File: src/rtl/cla_pkg.sv
// -----------------------------------------------------------------------------
// cla_pkg
//   Shared definitions for the pipelined carry-lookahead adder.
//   - GROUP_W     : width of one carry-lookahead group (fixed at 4 bits)
//   - stage_ctl_t : per-stage record of slot valid flag and registered carry
//   - cfg_ok()    : elaboration-time legality check for WIDTH/STAGES
//   No ports (package). No configuration macros.
// -----------------------------------------------------------------------------
package cla_pkg;

    localparam int GROUP_W = 4;

    // One pipeline slot's control state: whether the slot holds a live
    // operation, and the carry out of the slice that stage just added.
    typedef struct packed {
        logic valid;
        logic carry;
    } stage_ctl_t;

    // WIDTH must split into STAGES equal slices, each a whole number of
    // 4-bit groups, and STAGES must be at least 1.
    function automatic bit cfg_ok(input int width, input int stages);
        return (stages >= 1) &&
               (width >= GROUP_W) &&
               (stages <= width / GROUP_W) &&
               ((width % (GROUP_W * stages)) == 0);
    endfunction

endpackage : cla_pkg

File: src/rtl/cla4_group.sv
// -----------------------------------------------------------------------------
// cla4_group
//   Purely combinational 4-bit carry-lookahead group.
//   Ports:
//     a, b   [3:0]  in   operand bits of this group
//     cin           in   carry into bit 0 of the group
//     s      [3:0]  out  sum bits
//     cout          out  carry out of bit 3
//     grp_p         out  group propagate (all four bits propagate)
//     grp_g         out  group generate (group produces a carry on its own)
//   No configuration macros.
// -----------------------------------------------------------------------------
module cla4_group
    import cla_pkg::*;
(
    input  logic [GROUP_W-1:0] a,
    input  logic [GROUP_W-1:0] b,
    input  logic               cin,
    output logic [GROUP_W-1:0] s,
    output logic               cout,
    output logic               grp_p,
    output logic               grp_g
);

    logic [GROUP_W-1:0] prop;
    logic [GROUP_W-1:0] gen;
    logic [GROUP_W:0]   c;

    assign prop = a ^ b;
    assign gen  = a & b;

    // Internal carries are flattened two-level lookahead terms, no ripple.
    assign c[0] = cin;
    assign c[1] = gen[0] | (prop[0] & cin);
    assign c[2] = gen[1] | (prop[1] & gen[0]) | (prop[1] & prop[0] & cin);
    assign c[3] = gen[2] | (prop[2] & gen[1]) | (prop[2] & prop[1] & gen[0])
                | (prop[2] & prop[1] & prop[0] & cin);

    assign grp_p = &prop;
    assign grp_g = gen[3] | (prop[3] & gen[2]) | (prop[3] & prop[2] & gen[1])
                 | (prop[3] & prop[2] & prop[1] & gen[0]);

    assign c[4] = grp_g | (grp_p & cin);
    assign cout = c[4];

    assign s = prop ^ c[GROUP_W-1:0];

endmodule : cla4_group

File: src/rtl/cla_pipe_adder.sv
// -----------------------------------------------------------------------------
// cla_pipe_adder
//   Pipelined WIDTH-bit carry-lookahead adder. The add is split into STAGES
//   equal slices; stage k adds slice k with 4-bit CLA groups (rippling group
//   to group inside the stage) and registers its carry for stage k+1.
//   Latency STAGES cycles, throughput one operation per cycle.
//
//   Ports:
//     clk        in   clock, rising edge
//     reset_n    in   asynchronous active-low reset
//     in_valid   in   operand set valid
//     in_ready   out  operands accepted this cycle if in_valid
//     a, b       in   operands [WIDTH-1:0]
//     ci         in   carry-in
//     sub        in   subtract select (only with CLA_PIPE_SUB_EN)
//     out_valid  out  result valid
//     out_ready  in   downstream accepts result
//     s          out  sum [WIDTH-1:0], modulo 2^WIDTH
//     co         out  carry out of the MSB (with sub: 1 = no borrow)
//     ovf        out  two's-complement signed overflow
//
//   Configuration macro:
//     CLA_PIPE_SUB_EN  adds the sub port; sub=1 computes a - b as a + ~b + 1
//                      (ci is ignored while sub=1).
//
//   Handshake: a transfer happens on a side only in a cycle where its valid
//   and ready are both 1. The pipeline advances as one unit whenever the
//   output slot is empty or being drained (advance = out_ready | !out_valid);
//   in_ready equals advance and never looks at in_valid, so there is no
//   combinational path from in_valid to in_ready.
// -----------------------------------------------------------------------------
module cla_pipe_adder
    import cla_pkg::*;
#(
    parameter int WIDTH  = 32,
    parameter int STAGES = 2
) (
    input  logic             clk,
    input  logic             reset_n,
    input  logic             in_valid,
    output logic             in_ready,
    input  logic [WIDTH-1:0] a,
    input  logic [WIDTH-1:0] b,
    input  logic             ci,
`ifdef CLA_PIPE_SUB_EN
    input  logic             sub,
`endif
    output logic             out_valid,
    input  logic             out_ready,
    output logic [WIDTH-1:0] s,
    output logic             co,
    output logic             ovf
);

    localparam int SW  = WIDTH / STAGES;   // bits added per stage
    localparam int NG  = SW / GROUP_W;     // CLA groups per stage
    localparam int MSB = WIDTH - 1;

    if (!cfg_ok(WIDTH, STAGES)) begin : g_cfg_err
        $error("cla_pipe_adder: WIDTH must be a multiple of 4*STAGES and STAGES in 1..WIDTH/4");
    end

    // Effective operands: subtraction is folded in at the input so every
    // stage only ever adds.
    logic [WIDTH-1:0] b_eff;
    logic             ci_eff;

`ifdef CLA_PIPE_SUB_EN
    assign b_eff  = sub ? ~b : b;
    assign ci_eff = sub ? 1'b1 : ci;
`else
    assign b_eff  = b;
    assign ci_eff = ci;
`endif

    // Slot k registers. Operands travel full width so slice k+1.. is still
    // available to later stages (operand skew); s_q[k] carries the slices
    // finished so far so all slices leave together (result de-skew).
    stage_ctl_t       ctl_q [STAGES];
    logic [WIDTH-1:0] a_q   [STAGES];
    logic [WIDTH-1:0] b_q   [STAGES];
    logic [WIDTH-1:0] s_q   [STAGES];
    logic             ovf_q;

    // Per-stage combinational inputs and results.
    logic [WIDTH-1:0] st_a     [STAGES];
    logic [WIDTH-1:0] st_b     [STAGES];
    logic [WIDTH-1:0] st_s_in  [STAGES];
    logic [WIDTH-1:0] st_s_out [STAGES];
    logic             st_c_in  [STAGES];
    logic             st_v_in  [STAGES];
    logic             st_co    [STAGES];
    logic             ovf_next;
    logic             advance;

    assign advance   = out_ready || !out_valid;
    assign in_ready  = advance;

    for (genvar k = 0; k < STAGES; k++) begin : g_stage
        localparam int LO = k * SW;
        localparam logic [WIDTH-1:0] SLICE_MASK = WIDTH'({SW{1'b1}}) << LO;

        logic [SW-1:0] slice_s;
        logic [NG:0]   c;
        logic [NG-1:0] grp_co;
        logic [NG-1:0] grp_p;
        logic [NG-1:0] grp_g;

        if (k == 0) begin : g_head
            assign st_a[k]    = a;
            assign st_b[k]    = b_eff;
            assign st_s_in[k] = '0;
            assign st_c_in[k] = ci_eff;
            assign st_v_in[k] = in_valid;
        end else begin : g_body
            assign st_a[k]    = a_q[k-1];
            assign st_b[k]    = b_q[k-1];
            assign st_s_in[k] = s_q[k-1];
            assign st_c_in[k] = ctl_q[k-1].carry;
            assign st_v_in[k] = ctl_q[k-1].valid;
        end

        assign c[0] = st_c_in[k];

        for (genvar g = 0; g < NG; g++) begin : g_grp
            cla4_group u_grp (
                .a     (st_a[k][LO+g*GROUP_W +: GROUP_W]),
                .b     (st_b[k][LO+g*GROUP_W +: GROUP_W]),
                .cin   (c[g]),
                .s     (slice_s[g*GROUP_W +: GROUP_W]),
                .cout  (grp_co[g]),
                .grp_p (grp_p[g]),
                .grp_g (grp_g[g])
            );
        end

        // Groups ripple into each other inside the stage.
        assign c[NG:1]     = grp_co;
        assign st_co[k]    = c[NG];
        assign st_s_out[k] = (st_s_in[k] & ~SLICE_MASK) | (WIDTH'(slice_s) << LO);

        // Each group's carry-out must agree with its own lookahead terms.
        a_group_carry : assert property (@(posedge clk) disable iff (!reset_n)
            grp_co == (grp_g | (grp_p & c[NG-1:0])));
    end

    // Carry into the MSB is recovered from the MSB sum bit: a ^ b ^ s.
    assign ovf_next = st_a[STAGES-1][MSB] ^ st_b[STAGES-1][MSB]
                    ^ st_s_out[STAGES-1][MSB] ^ st_co[STAGES-1];

    always_ff @(posedge clk or negedge reset_n) begin
        if (!reset_n) begin
            for (int k = 0; k < STAGES; k++) begin
                ctl_q[k] <= '0;
                a_q[k]   <= '0;
                b_q[k]   <= '0;
                s_q[k]   <= '0;
            end
            ovf_q <= 1'b0;
        end else if (advance) begin
            // Whole pipe shifts together; a bubble just loads valid=0.
            for (int k = 0; k < STAGES; k++) begin
                ctl_q[k] <= stage_ctl_t'{valid: st_v_in[k], carry: st_co[k]};
                a_q[k]   <= st_a[k];
                b_q[k]   <= st_b[k];
                s_q[k]   <= st_s_out[k];
            end
            ovf_q <= ovf_next;
        end
    end

    assign out_valid = ctl_q[STAGES-1].valid;
    assign co        = ctl_q[STAGES-1].carry;
    assign s         = s_q[STAGES-1];
    assign ovf       = ovf_q;

endmodule : cla_pipe_adder

File: config.mk
export PLATFORM = sky130hd
export DESIGN_NAME = cla_pipe_adder
export DESIGN_NICKNAME = d
export VERILOG_FILES = /design/src/rtl/cla_pkg.sv /design/src/rtl/cla4_group.sv /design/src/rtl/cla_pipe_adder.sv
export SDC_FILE = /design/constraint.sdc
export NUM_CORES = 1
export LEC_CHECK = 0
export ABC_AREA = 1
export CORE_AREA = 2 2 126 128
export CTS_BUF_LIST = sky130_fd_sc_hd__clkbuf_2 sky130_fd_sc_hd__clkbuf_4 sky130_fd_sc_hd__clkbuf_8
export DETAILED_ROUTE_END_ITERATION = 10
export DIE_AREA = 0 0 128 130
export SYNTH_ARGS = -nofsm -noshare
export SYNTH_HDL_FRONTEND = slang
export SYNTH_SLANG_ARGS = --single-unit
File: constraint.sdc
create_clock -name clk -period 2.64 [get_ports clk]
set_clock_uncertainty 0.05 [all_clocks]
set_input_delay 0.396 -clock clk [delete_from_list [all_inputs] [get_ports clk]]
set_output_delay 0.396 -clock clk [all_outputs]
set_load 0.02 [all_outputs]
### Word-level counts from Yosys, hierarchy flattened

Cells that the tools add are included.
Widths: inputs -> output; s select.

| cells by class | value |
|---|---|
| bitwise gates (word level) | 228 |
| reduce and logical (&&, ||, !) cells | 10 |

Operator list:

| kind | count |
|---|---|
| $and 1x1->1 | 120 |
| $or 1x1->1 | 80 |
| $xor 4x4->4 | 16 |
| $and 4x4->4 | 8 |
| $or 16x32->32 | 1 |
| $reduce_and 4->1 | 8 |
| $xor 1x1->1 | 3 |
| $logic_not 1->1 | 1 |
| $logic_or 1x1->1 | 1 |

| word-level totals | value |
|---|---|
| bits in registers | 117 |
| bits of input ports | 69 |
| output and inout bits | 36 |

### Depth between registers and ports, before layout

Gate-level depths: netlist of the first run.

| depth | value |
|---|---|
| depth in word-level cells | 16 |
| gate-level depth with buffers | 14 |

### By module

Synthesis of the first run repeated with hierarchy kept, for this count alone.

| second synthesis, totals | value |
|---|---|
| cell total of the unflattened synthesis | 685 |
| area, all modules | 5198.7 um^2 |

By module, submodules not included:

| module | times used | cells each | area each (um^2) |
|---|---|---|---|
| cla_pipe_adder | 1 | 389 | 3512.1 |
| cla4_group at g_stage[0].g_grp[2].u_grp ... | 6 | 37 | 210.2 |
| cla4_group at g_stage[0].g_grp[0].u_grp ... | 2 | 37 | 212.7 |

### Worst setup path before layout of the first run

OpenSTA, ideal clock, no wires.

| timing | value |
|---|---|
| path type | input port to flip-flop |
| from | in a[3] |
| to | reg s_q[45] (netlist bit) |
| library setup time | 128 ps |
| arrival time | 1906 ps |
| required time | 2462 ps |
| slack | 556 ps |
| cell stages on the path | 12 |
| path through | ha_1 > nand2_1 > inv_1 > a21oi_1 > nand3_2 > nand2_1 > nand2_2 > nand2_1 > nand2_2 > fa_1 > xnor2_1 > o21ai_0 |

| on the way | value |
|---|---|
| cells in the longest elaborated chain, start to end | 13 |

Ends and longest elaborated chain:

| what | RTL line | source |
|---|---|---|
| from (decl) | cla_pipe_adder.sv:42 | `input logic [WIDTH-1:0] a,` |
| $xor 4x4->4 | cla4_group.sv:29 | `assign prop = a ^ b;` |
| $and 1x1->1, on equally long branches | cla4_group.sv:40, cla4_group.sv:41 |  |
| $or 1x1->1 (tied with other cells) | cla4_group.sv:40 | `assign grp_g = gen[3] \| (prop[3] & gen[2]) \| (prop[3] & prop[2] & gen[1])` |
| $or 1x1->1 / $and 1x1->1 (equally long branches) | cla4_group.sv:40, cla4_group.sv:41 |  |
| $or 1x1->1 | cla4_group.sv:41 | `\| (prop[3] & prop[2] & prop[1] & gen[0]);` |
| $or 1x1->1 * | cla4_group.sv:43 | `assign c[4] = grp_g \| (grp_p & cin);` |
| $and 1x1->1 * | cla4_group.sv:43 |  |
| $or 1x1->1 * | cla4_group.sv:43 |  |
| $and 1x1->1 * | cla4_group.sv:43 |  |
| $or 1x1->1 * | cla4_group.sv:43 |  |
| $and 1x1->1 * | cla4_group.sv:34 | `assign c[1] = gen[0] \| (prop[0] & cin);` |
| $or 1x1->1 * | cla4_group.sv:34 |  |
| $xor 4x4->4 * | cla4_group.sv:46 | `assign s = prop ^ c[GROUP_W-1:0];` |
| to (signal, indexed assignment) | cla_pipe_adder.sv:166 | `s_q[k] <= st_s_out[k];` |
| to (decl) | cla_pipe_adder.sv:82 | `logic [WIDTH-1:0] s_q [STAGES];` |

Mark *: on every way between the ends. The rest lies on a longest branch, timed or not.
A chain may end at the register's enable or synchronous reset.

### Worst setup path after layout of the first run

| timing | value |
|---|---|
| from | reg a_q[51] (netlist bit) |
| to | reg s_q, in the netlist s[29] |

| on the way | value |
|---|---|
| cells in the longest elaborated chain, start to end | 14 |

Ends and longest elaborated chain:

| what | RTL line | source |
|---|---|---|
| from (decl) | cla_pipe_adder.sv:80 | `logic [WIDTH-1:0] a_q [STAGES];` |
| from (signal, indexed assignment) | cla_pipe_adder.sv:164 | `a_q[k] <= st_a[k];` |
| $xor 4x4->4 | cla4_group.sv:29 |  |
| $and 1x1->1, on equally long branches | cla4_group.sv:40, cla4_group.sv:41 |  |
| $or 1x1->1 (tied with other cells) | cla4_group.sv:40 |  |
| $or 1x1->1 / $and 1x1->1 (equally long branches) | cla4_group.sv:40, cla4_group.sv:41 |  |
| $or 1x1->1 | cla4_group.sv:41 |  |
| $or 1x1->1 * | cla4_group.sv:43 |  |
| $and 1x1->1 * | cla4_group.sv:43 |  |
| $or 1x1->1 * | cla4_group.sv:43 |  |
| $and 1x1->1 * | cla4_group.sv:43 |  |
| $or 1x1->1 * | cla4_group.sv:43 |  |
| $and 1x1->1 * | cla4_group.sv:34 |  |
| $or 1x1->1 * | cla4_group.sv:34 |  |
| $xor 4x4->4 * | cla4_group.sv:46 |  |
| $or 16x32->32 * | cla_pipe_adder.sv:140 | `assign st_s_out[k] = (st_s_in[k] & ~SLICE_MASK) \| (WIDTH'(slice_s) << LO);` |

Marks and branches as above.

==> summary.md, run 1 <==
| Metric | Value |
|---|---|
| Asr flop ratio synth | between 90% and 100% |
| Achievable clock frequency | 443 MHz |
| Final setup viols | 0 |
| Pre-CTS setup slack | -0.111 ps |
| Die H | 130 um |
| Hold crit path type | reg -> reg |
| Row count | 46 |
| CP max FO | 6 |
| Cell taking the most area after synthesis | dfrtp_1 |
| Slowest cell delay on critical path | 390 ps |
| First-pass GRT wire length | 17.9 mm |
| Buf/Inv on CP | 0 |
| CTS tree | done |
| WP data arrival | between 2000 and 2500 ps |
| Layer with the highest usage | met2 |
| Design area | between 6000 and 7000 um2 |
| Met2 usage in global routing | 23.0% |
| 1st-iter DRT viols | about 140 |
| CP Cell Sequence | ha_1 -> nand2_1 -> nand2_1 -> nor2_2 -> nand3_2 -> nand2_2 -> nand2_4 -> nand2_4 -> nand2_4 -> fa_1 -> xnor2_1 -> o21ai_0 |
| Largest delay share family, worst path | adder cells |
| Cell with the most instances after synthesis | nand2_1 |
| H-tree Lvls | 3 |
| Critical path class | reg -> reg |
| Area delta synth->final | 26.2% |
| Number of synthesized flops with an enable pin | 0 |
| Startpoint types | register |
| Core Region | 15,400 um2 |
| Peak supply drop | 0.225 mV |
| Dominant cells by area after synthesis | dfrtp_1 44%, nand2_1 19%, ha_1 8.4%, buf_4 5.0%, fa_1 3.3% |
| Unrepaired setup endpoints after global routing | no |
| Post-CTS setup buffers | 0 |
| Slowest cell on crit path | dfrtp_1 |
| Slew @ Worst Pin | 593 ps |
| Total wire length | 10.5 mm |
| Grt met1 use | 16.3% |
| Tot GR Track Use | approximately 13% |
| Share of layout cells above drive strength 1 | 6.23% |
| Reg clk slew, reported paths | 90 ps |
| Non-Filler Instances | 850 |
| Fin worst setup slack | approximately 380 ps |
| Nets | 762 |
| Dpl cells | 833 |
| Vias in the first global route | 3,873 |
| CP dominant cell by count | nand2_4 |
| Post-synth top cells | 240 x nand2_1, 85 x dfrtp_1, 35 x inv_1, 32 x buf_4, 32 x ha_1 |
| Met3 Use GR | 2.42% |
| Fin crit share | 85.6% |
| CTS root buf | clkbuf_8 |
| Reg2Reg Setup Slack | 380 ps |
| Reg2reg end | s[29]$_DFFE_PN0P_ |
| Final hold vios | 0 |
| Hold Worst Slack | 398 ps |
| Post-route DRC | 0 |
| Req. time, crit path | ~2800 ps |
| Minimum clock period | roughly 2300 ps |
| Total grt overflow | 0 |
| Synth Instances | 581 |
| Initial Util | between 30% and 40% |
| Critical path depth | 12 |
| Initial antenna violation count | 0 |
| Sink Count | 85 |
| Synth Register Bits | 85 |
| RR Startpoint | a_q[51]$_DFFE_PN0P_ |
| Status | finished clean |
| DRT Pass-1 Iters | 4 |
| Max_slew headroom | 60.5% |
| Die Span X | 128 um |
| Worst-Skew Late Latency | 370 ps |
| Pwr per Cell Area | 743 nW/um2 |
| Number of distinct library cells after synthesis | 32 |
| Total CTS buffers | 9 |
| ANT cells | 0 |
| Pin count of the biggest net entering global routing | 100 |
| CP Capture Point | s[29]$_DFFE_PN0P_ |
| Worst setup path startpoint | a_q[51]$_DFFE_PN0P_ |
| Die area | 16,600 um2 |
| Leak | roughly 3.0 nW |
| Max Slew Vio Count | 0 |
| DP Area | between 5000 and 6000 um2 |
| # IOs | roughly 110 |
| RD Place Congestion | 0.860 |
| Routed len/inst | roughly 12 um |
| Vias | 3,778 |
| Share of the yosys chip area belonging to registers | between 40% and 50% |
| Cell Area, Synth | 4790 um2 |
| Mapped Avg Cell Area | 8.24 um2 |
| Vias per cell | 4.44 |
| Routed Antenna Nets | 0 |
| Top cell type's share of synthesized area | 44.4% |
| Synth Flop Type | dfrtp_1 |
| Worst r2r path cells | 12 |
| Clock tree buffer depth | 2 |
| Post-Syn Nets | slightly below 700 |
| I/O Buffers | 104 |
| Util after Layout | between 30 and 40% |
| Post-DP HPWL | 7.49 mm |
| MaxCap Viol Count | 0 |
| Synthesis warning total | 0 |
| Crit path capture type | register |
[metrics by stage]
step | TNS (ps) | power, mW
global route | 0 | 4.84
finish | 0 | 4.49
floorplan | 0 | 3.08
detailed placement | -0.111 | 3.60
global placement | 0 | 3.56
CTS | 0 | 4.57
[power by group]
part           internal, mW  switching [mW]
combinational         0.799           0.946
clock                 0.467           0.468
sequential             1.62           0.186
total                  2.89            1.60
[area by class of cell]
cell class                      count  area, um2
Clock inverter                      5       50.0
Inverter                           36        135
Tap cell                          192        240
Multi-Input combinational cell    411       2220
Timing Repair Buffer              110       1120
Clock buffer                       11        145
Fill cell                        1564       9380
Sequential cell                    85       2130
[routing by layer]
layer  vias up  wire (um)
li1       1939          -
met1      1742       4770
met2        82       5080
met3        15        417
met4         0        261
met5         -          0
[how the worst min path moves through the flow]
stage | from | end | slack (ps) | cells after the start
floorplan | reset_n | a_q[48]$_DFFE_PN0P_ | 50 | 0
global placement | reset_n | s[30]$_DFFE_PN0P_ | 370 | 1
detailed placement | reset_n | s[30]$_DFFE_PN0P_ | 390 | 1
CTS | ctl_q[3]$_DFFE_PN0P_ | out_valid$_DFFE_PN0P_ | 400 | 2
global route | ctl_q[3]$_DFFE_PN0P_ | out_valid$_DFFE_PN0P_ | 430 | 2
finish | ctl_q[3]$_DFFE_PN0P_ | out_valid$_DFFE_PN0P_ | 400 | 2
[placed cells by master, fill, tap and decap left out]
cell type          n
nand2_4            3
ha_1              32
o211ai_1           1
or2_1              1
buf_12             3
inv_1             35
nand4_1            2
a31oi_1            2
nor2_1            23
o221ai_1           1
a21oi_1           16
dlygate4sd3_1      1
clkinv_2           4
clkdlybuf4s50_1  103
a21boi_0           1
bufinv_16          1
clkbuf_4           1
fa_1               8
o21bai_1           1
nand3b_1           1
dfrtp_1           85
inv_2              1
nor3_1             2
nand2_1          240
clkbuf_8          10
buf_4              3
nand3_2            2
a211oi_1           1
nor2_2             2
nor2_4             1
nand2_2            8
a21oi_2            2
xnor2_1            9
o21ai_0           25
o21ai_1            2
a22o_1             2
nand3_1           19
xor2_1             4
[worst reg2reg max path: cells and delay by family (launching register included)]
family	cells	cell delay, ps
AOI/OAI and AO/OA	1	80
DFF	1	390
adders and majority gates	2	750
and+or+nand+nor	8	700
xor gates and xnor gates	1	150
[cells by family after synthesis]
| group | after synthesis | share of synthesized area, % |
|---|---|---|
| DFF | 85 | 44.4 |
| AOI/OAI and AO/OA | 54 | 6.30 |
| buffers and inverters | 85 | 9.25 |
| adders and majority gates | 40 | 11.7 |
| xor gates and xnor gates | 13 | 2.38 |
| and+or+nand+nor | 304 | 25.9 |
[what timing repair did]
action	CTS	global route
hold buffers	1	0
gates resized for setup	0	0
hold endpoints to repair	41	0
[state kept, by name (all words and copies together) (netlist names)]
register	count
a_q	16
s_q	16
co	1
b_q	16
ovf	1
s	32
out_valid	1
ctl_q	2
Note: power is estimated with default switching activity, not from simulation.
==> run 2, diff against run 1 <==
--- a/config.mk
+++ b/config.mk
@@ -8,6 +8,7 @@
 export ABC_AREA = 1
 export CORE_AREA = 2 2 126 128
 export CTS_BUF_LIST = sky130_fd_sc_hd__clkbuf_2 sky130_fd_sc_hd__clkbuf_4 sky130_fd_sc_hd__clkbuf_8
+export CTS_CLUSTER_SIZE = 40
 export DETAILED_ROUTE_END_ITERATION = 10
 export DIE_AREA = 0 0 128 130
 export SYNTH_ARGS = -nofsm -noshare
==> results of run 2 <==
No change in the layout: final DEF, timing and power equal those of run 1.
==> run 3, diff against run 2 <==
--- a/config.mk
+++ b/config.mk
@@ -6,11 +6,12 @@
 export NUM_CORES = 1
 export LEC_CHECK = 0
 export ABC_AREA = 1
-export CORE_AREA = 2 2 126 128
+export CORE_AREA = 2 2 131 133
 export CTS_BUF_LIST = sky130_fd_sc_hd__clkbuf_2 sky130_fd_sc_hd__clkbuf_4 sky130_fd_sc_hd__clkbuf_8
 export CTS_CLUSTER_SIZE = 40
 export DETAILED_ROUTE_END_ITERATION = 10
-export DIE_AREA = 0 0 128 130
+export DIE_AREA = 0 0 133 135
 export SYNTH_ARGS = -nofsm -noshare
 export SYNTH_HDL_FRONTEND = slang
+export SYNTH_HIERARCHICAL = 1
 export SYNTH_SLANG_ARGS = --single-unit
==> run 3 against run 2 <==
Effect of this change:
- maximum frequency decreased by 8.5%
- global-route usage is 0.43 points lower
- critical path type is now in -> reg
- total power is 1.3% higher
- combinational power is 7% higher
- sequential cell count unchanged
- wire length grew 1.3%
- clock-buffer cell count up 2
- critical path depth increased by 3
- critical endpoint is now s_q[44]$_DFFE_PN0P_
- clock power down 6.0%
- worst setup slack lost 210 ps
==> summary.md, run 3 <==
| Metric | Value |
|---|---|
| Max Slew Vio Count | 0 |
| Startpoint types | primary input |
| Routed len/inst | around 11 um |
| Overall Power | 4.55 mW |
| Post-DP HPWL | 7.61 mm |
| Row count | 47 |
| Pwr per Cell Area | 700 nW/um2 |
| Hold Crit Depth | 2 |
| First-pass GRT wire length | 18.9 mm |
| Worst r2r path cells | 19 |
| Routed Antenna Nets | 0 |
| Req. time, crit path | 2870 ps |
| RD Place Congestion | between 0.7 and 0.8 |
| RR Startpoint | a_q[49]$_DFFE_PN0P_ |
| WP data arrival | 2700 ps |
| Post-CTS setup buffers | 0 |
| Reg2reg end | ovf$_DFFE_PN0P_ |
| Core Region | 16,400 um2 |
| Die Span X | 133 um |
| H-tree Lvls | 3 |
| Largest delay share family, worst path | adder cells |
| Share of layout cells above drive strength 1 | 5.88% |
| Initial antenna violation count | 0 |
| CP Cell Sequence | clkdlybuf4s50_1 -> ha_1 -> nand2_1 -> inv_1 -> o21bai_1 -> nand3_2 -> nand2_1 -> nand3_2 -> nand2_1 -> nand3_1 -> inv_1 -> fa_1 -> inv_1 -> nand2_1 -> o21ai_0 |
| Pre-CTS setup slack | -250 ps |
| Min-Delay Endpoint | out_valid$_DFFE_PN0P_ |
| Total grt overflow | 0 |
| Leak | 3.43 nW |
| Reg clk slew, reported paths | 90 ps |
| Most common cell after layout, fill and taps aside | nand2_1 |
| Slowest cell delay on critical path | between 400 and 500 ps |
| DRT Pass-1 Iters | 4 |
| Vias | 4,201 |
| Die H | ~140 um |
| Fin crit share | 93.5% |
| Nets | 869 |
| Slew @ Worst Pin | 817 ps |
| MaxCap Viol Count | 0 |
| Reg area | between 2000 and 2500 um2 |
| Tot GR Track Use | 13.1% |
| Initial Util | 31.5% |
| CP dominant cell by count | nand2_1 |
| Grt met1 use | 16.3% |
| Die area | 18,000 um2 |
| Design area | 6490 um2 |
| Area delta synth->final | 25.7% |
| Util after Layout | 39.6% |
| Buf/Inv on CP | 4 |
| Most frequent cells in the layout | 285 x nand2_1, 103 x clkdlybuf4s50_1, 85 x dfrtp_1 |
| Pin count of the biggest net entering global routing | between 80 and 90 |
| Max FFs per register | 32 |
| CP max FO | 4 |
| Final setup viols | 0 |
| Final hold vios | 0 |
| Cell Area, Synth | just over 5000 um2 |
| Status | finished clean |
| I/O Buffers | 104 |
| Total CTS buffers | 9 |
| Peak supply drop | between 0.3 and 0.4 mV |
| Clock tree buffer depth | 2 |
| Hold Worst Slack | between 400 and 500 ps |
| Post-route DRC | 0 |
| 1st-iter DRT viols | 139 |
| Sink Count | 85 |
| Slowest cell on crit path | fa_1 |
| Vias per cell | 4.26 |
| Reg2Reg Setup Slack | 340 ps |
| Layer with the highest usage | met2 |
| DP Area | 6250 um2 |
| Critical path class | in -> reg |
| Mapped Avg Cell Area | 7.63 um2 |
| Synth Instances | 677 |
| Crit path capture type | register |
| Worst-Skew Late Latency | ~370 ps |
| CTS tree | done |
| Filler Cells Inserted | ~1,700 |
| Minimum clock period | 2470 ps |
| CTS root buf | clkbuf_8 |
| # IOs | about 110 |
| Met2 usage in global routing | a little over a fifth |
| Synthesis warning total | 6 |
| Fin worst setup slack | 171 ps |
| Hold path start | ctl_q[3]$_DFFE_PN0P_ |
| Hold crit path type | reg -> reg |
| Max_slew headroom | a little under half |
| Post-Syn Nets | 786 |
| Met3 Use GR | under 10% |
| Total wire length | 10.7 mm |
| Multi-input logic area | 2420 um2 |
| ANT cells | 0 |
| Vias in the first global route | 4,128 |
| Unrepaired setup endpoints after global routing | no |
| Achievable clock frequency | 405 MHz |
==> run 3: area by class of cell <==
| cell class | count | area share (%) |
|---|---|---|
| Multi-Input combinational cell | 462 | 37.3 |
| Sequential cell | 85 | 32.7 |
| Timing Repair Buffer | 122 | 18.3 |
| Inverter | 80 | 4.62 |
| Tap cell | 220 | 4.24 |
| Clock buffer | 13 | 2.47 |
| Clock inverter | 3 | 0.327 |
==> run 3: repair_timing <==
action / in CTS / in global routing
resized for setup: 0 / 7
endpoints found under the hold margin: 41 / 0
hold buffers: 1 / 0
setup endpoints to repair: 0 / 6
==> run 3: worst min-delay path, cell delays in order, from the launching register on <==
cell	delay (ps)
dfrtp_1	330
inv_1	40
nand2_1	60
==> run 3: per-stage QoR <==
step	setup TNS, ps	cells
2_1_floorplan	0	677
3_3_place_gp	-835	968
3_5_place_dp	-1290	968
4_1_cts	0	985
5_1_grt	0	985
6_report	0	985
==> run 3: per-layer routing <==
metal	wire [um]	part of all wire (%)
met5	0	0
met4	90	0.84
met2	4990	47
met1	5050	47
met3	534	5.0
==> run 3: power by group <==
part	internal, mW	total, mW	leakage [nW]	switching, mW
clock network	0.400	0.880	0.0939	0.479
registers	1.61	1.79	1.03	0.172
logic	0.866	1.88	2.31	1.01
==> run 3: worst max path at each step <==
| stage | from | to | slack, ps | cells after the start |
|---|---|---|---|---|
| CTS | a_q[49]$_DFFE_PN0P_ | ovf$_DFFE_PN0P_ | 100 | 19 |
| global placement | a[1] | s_q[44]$_DFFE_PN0P_ | -180 | 15 |
| floorplan | a[2] | s_q[45]$_DFFE_PN0P_ | 380 | 13 |
| detailed placement | a[1] | s_q[44]$_DFFE_PN0P_ | -250 | 15 |
| finish | b[1] | s_q[44]$_DFFE_PN0P_ | 170 | 15 |
| global route | b[1] | s_q[44]$_DFFE_PN0P_ | 2 | 15 |
